--- config.mk ---
export PLATFORM = sky130hd
export DESIGN_NAME = nibble_serializer
export DESIGN_NICKNAME = d
export VERILOG_FILES = /design/src/rtl/nibble_serializer.sv
export SDC_FILE = /design/constraint.sdc
export NUM_CORES = 1
export LEC_CHECK = 0
export ABC_AREA = 0
export BUFFER_PORTS_ARGS = -buffer_cell sky130_fd_sc_hd__buf_2
export CAP_MARGIN = 20
export CORE_AREA = 10 10 47 49
export DETAILED_ROUTE_END_ITERATION = 12
export DIE_AREA = 0 0 57 59
export GPL_TIMING_DRIVEN = 0
export PLACE_DENSITY_LB_ADDON = 0.08
export SLEW_MARGIN = 5
export SYNTH_ARGS = -nofsm -noshare
export SYNTH_HDL_FRONTEND = slang
export SYNTH_SLANG_ARGS = --single-unit
--- constraint.sdc ---
create_clock -name clk -period 4.5 [get_ports clk]
set_clock_uncertainty 0.1 [all_clocks]
set_input_delay 0.675 -clock clk [delete_from_list [all_inputs] [get_ports clk]]
set_output_delay 0.675 -clock clk [all_outputs]
set_load 0.01 [all_outputs]
--- src/rtl/nibble_serializer.sv ---
// MSB-first parallel-to-serial transmitter with valid/ready input and a
// one-entry holding buffer so consecutive words go out with no idle gap.
module nibble_serializer #(
  parameter int unsigned WIDTH = 4
) (
  input  logic             clk,
  input  logic             rst,
  input  logic [WIDTH-1:0] in_data,
  input  logic             in_valid,
  output logic             in_ready,
  output logic             sout,
  output logic             busy,
  output logic             last
);

  localparam int unsigned CW = $clog2(WIDTH);
  localparam logic [CW-1:0] CNT_RELOAD = CW'(WIDTH - 1);

  typedef enum logic {
    IDLE,
    SHIFT
  } state_t;

  state_t           state;
  state_t           state_next;
  logic [WIDTH-1:0] shifter;
  logic [WIDTH-1:0] hold;
  logic [CW-1:0]    cnt;
  logic             hold_full;
  logic             accept;
  logic             at_end;

  assign in_ready = !hold_full;
  assign accept   = in_valid && in_ready;
  assign at_end   = (state == SHIFT) && (cnt == '0);

  always_ff @(posedge clk) begin
    if (rst) begin
      state <= IDLE;
    end else begin
      state <= state_next;
    end
  end

  always_comb begin
    state_next = state;
    unique case (state)
      IDLE:  if (accept) state_next = SHIFT;
      SHIFT: if (at_end && !hold_full && !accept) state_next = IDLE;
      default: state_next = IDLE;
    endcase
  end

  // At a word boundary the held word wins; otherwise a same-edge accept
  // bypasses hold and goes straight into the shifter.
  always_ff @(posedge clk) begin
    if (rst) begin
      hold_full <= 1'b0;
    end else begin
      unique case (state)
        IDLE: begin
          if (accept) begin
            shifter <= in_data;
            cnt     <= CNT_RELOAD;
          end
        end
        SHIFT: begin
          if (at_end) begin
            if (hold_full) begin
              shifter   <= hold;
              hold_full <= 1'b0;
              cnt       <= CNT_RELOAD;
            end else if (accept) begin
              shifter <= in_data;
              cnt     <= CNT_RELOAD;
            end
          end else begin
            shifter <= {shifter[WIDTH-2:0], 1'b0};
            cnt     <= cnt - CW'(1);
            if (accept) begin
              hold      <= in_data;
              hold_full <= 1'b1;
            end
          end
        end
        default: ;
      endcase
    end
  end

  always_comb begin
    sout = 1'b1;
    busy = 1'b0;
    last = 1'b0;
    if (state == SHIFT) begin
      sout = shifter[WIDTH-1];
      busy = 1'b1;
      last = (cnt == '0);
    end
  end

endmodule

==> flow_summary_export.csv <==
group,metric,value,unit
critical_path,startpoint_type,"flip-flop",
route,drt_iter0_markers,8,
timing,fmax,0.467,GHz
finish,drive_gt1_share,28.8,%
min_path,min_from,"cnt[1]",
floorplan,dieArea,0.00336,mm²
floorplan,start_util,43.6,%
yosys,synthArstFlopShare,0,%
grt,antenna_found_initial,0,
route,wl,1.14,mm
yosys,ys_warn_count,0,
yosys,synthDistinctLibCells,24,
route,first_pass_iters,4,
yosys,synth_edf_count,10,
placement,dp_cells,78,
placement,dpl_cell_area,681,µm²
yosys,synth_top_area_cell,"edfxtp_1",
route,num_vias,426,
cts,holdBufCountCts,0,
cts,numClockSinks,12,
placement,hpwlAfterDp,865,µm
critical_path,cp.arrival,1.37,ns
yosys,synth.top_cells.by_count,"10 x edfxtp_1, 5 x inv_1",
yosys,syn_avg_cell_area,11.7,µm²
route,dr.max_layer_used,"met4",
yosys,synthTopCellsByArea,"edfxtp_1 49%, dfxtp_1 6.6%, mux2i_1 4.9%",
pwr,totalPowerFinal,241,µW
timing,layout_min_cycle_time,2.14,ns
cts,root_buffer,"clkbuf_4",
finish,area_growth,15.8,%
timing,tns,0,ns
finish,fillers,124,
floorplan,coreArea,0.00140,mm²
finish,multi_input_area,219,µm²
timing,post-route-period-util,47.6,%
placement,gp_congestion,0.677,
job,cap_violations,0,
yosys,ys.flop_type,"edfxtp_1",
grt,grt.total_usage,6.86,%
floorplan,io_pins,11,
run_status,status,"finished clean",
route,viasPerCell,5.20,
pwr,p_per_area,341,mW/mm²
cts,insertion_delay,0.27,ns
finish,layoutNonFillerInstCount,82,
cts,cts_setup_buffers,0,
grt,grt_pass1_vias,399,
timing,slew_headroom,60.4,%
grt,grt_pass1_wl,1.78,mm
finish,fin_area,707,µm²
critical_path,r2r_slack,2.65,ns
min_path,min_path_type,"reg -> reg",
cts,clkSlewWorstSetupHoldPaths,0.07,ns
timing,hold_violations,0,
pwr,vdd.ir_drop.worst,0.000245,V
route,drt.antenna.violating_nets,0,
finish,diodes,0,
floorplan,die_x,57,µm
critical_path,worstPathMaxFanout,9,
timing,finalSetupViolCount,0,
finish,nNetsFinal,75,
critical_path,crit_start,"cnt[0]",
route,drt-met1-wl,552,µm
route,met3_wirelength,62,µm
cts,cts_buffers,3,
yosys,synth-seq-area-share,55.7,%
floorplan,rows,14,
yosys,syn_inst,52,
finish,seqCellArea,340,µm²
critical_path,end_kind,"output pin",
timing,drv_slew,0,
timing,tightestPinTransition,0.590,ns
placement,io_buffers,10,
cts,cts_max_level,1,
cts,clockBufferDepth,2,
floorplan,chipHeight,59,µm
yosys,syn_nets,60,
critical_path,worstReg2RegStart,"cnt[0]",
grt,grt_overflow,0,
route,dr_wl_met2,510,µm
yosys,ys_ff_latch,12,
critical_path,worstSetupPathType,"reg -> out",
pwr,leakage,0.291,nW
grt,grt_max_degree,11,
cts,tritoncts,"yes",
route,wl_per_cell,13.8,µm
route,drcViolationCount,0,
yosys,synth.top_cell.area_share,49.2,%
critical_path,worstPathRequired,3.72,ns
yosys,syn-cell-area,611,µm²
yosys,yosysMostFrequentCell,"edfxtp_1",
cts,post_cts_resize_count,0,
timing,rsz0062_at_grt,"false",
## registers in the layout (all words and copies together), names as in the netlist
| signal | cells |
|---|---|
| cnt | 2 |
| hold | 4 |
| hold_full | 1 |
| shifter | 4 |
| state | 1 |
## routing by layer
metal,track usage (%),vias up
li1,-,223
met1,7.70,189
met2,10.7,12
met3,4.72,2
met4,1.01,0
met5,0,-
## critical path: stages, from the launching register on
cell and delay [ns]:
edfxtp_1 0.37, inv_1 0.10, ha_1 0.15, buf_2 0.18
and2_1 0.16, buf_2 0.13
## through the flow
stage / worst slack, ns / hold slack [ns] / util [%]
after floorplan: 2.83 / 0.462 / -
after global placement: 2.47 / 0.490 / 48.6
after detailed placement: 2.49 / 0.485 / 48.6
after CTS: 2.34 / 0.489 / 50.4
after global routing: 2.28 / 0.492 / 50.4
final: 2.36 / 0.497 / 50.4
## power by group
group,internal (mW),switching [mW],total [mW]
logic,0.0193,0.0221,0.0414
registers,0.131,0.00369,0.134
clock network,0.0321,0.0334,0.0655
total,0.182,0.0592,0.241
## cell usage in the layout, fill, tap and decap left out, types with 3 or more instances in the layout
| master | n |
|---|---|
| clkbuf_4 | 3 |
| o22ai_1 | 3 |
| a22oi_1 | 3 |
| edfxtp_1 | 10 |
| inv_1 | 5 |
| buf_2 | 12 |
| a21oi_1 | 3 |
| mux2i_1 | 3 |
## worst paths after layout
path | endpoint | cells after the start
worst max-delay path | last | 5
worst max register to register | hold[3] | 5
worst min-delay path | cnt[1] | 2
worst min register to register | cnt[1] | 2
## kinds of logic after synthesis
group	after synthesis	share of synthesized area [%]
adders and majority gates	1	2.05
AOI/OAI and AO/OA	15	16.4
DFF	12	55.7
muxes	3	4.92
and+or+nand+nor	12	12.5
buffers and inverters	9	8.40
## area by class of cell
cell class | instances | area share, %
repair buffers | 10 | 7.08
well taps | 16 | 2.83
clock buffers | 3 | 3.19
multi-input cells | 31 | 31.0
clock inverters | 1 | 0.531
plain buffers | 4 | 4.60
inverters | 5 | 2.65
flip-flops and latches | 12 | 48.1
Power figures use the tool's default switching activity.
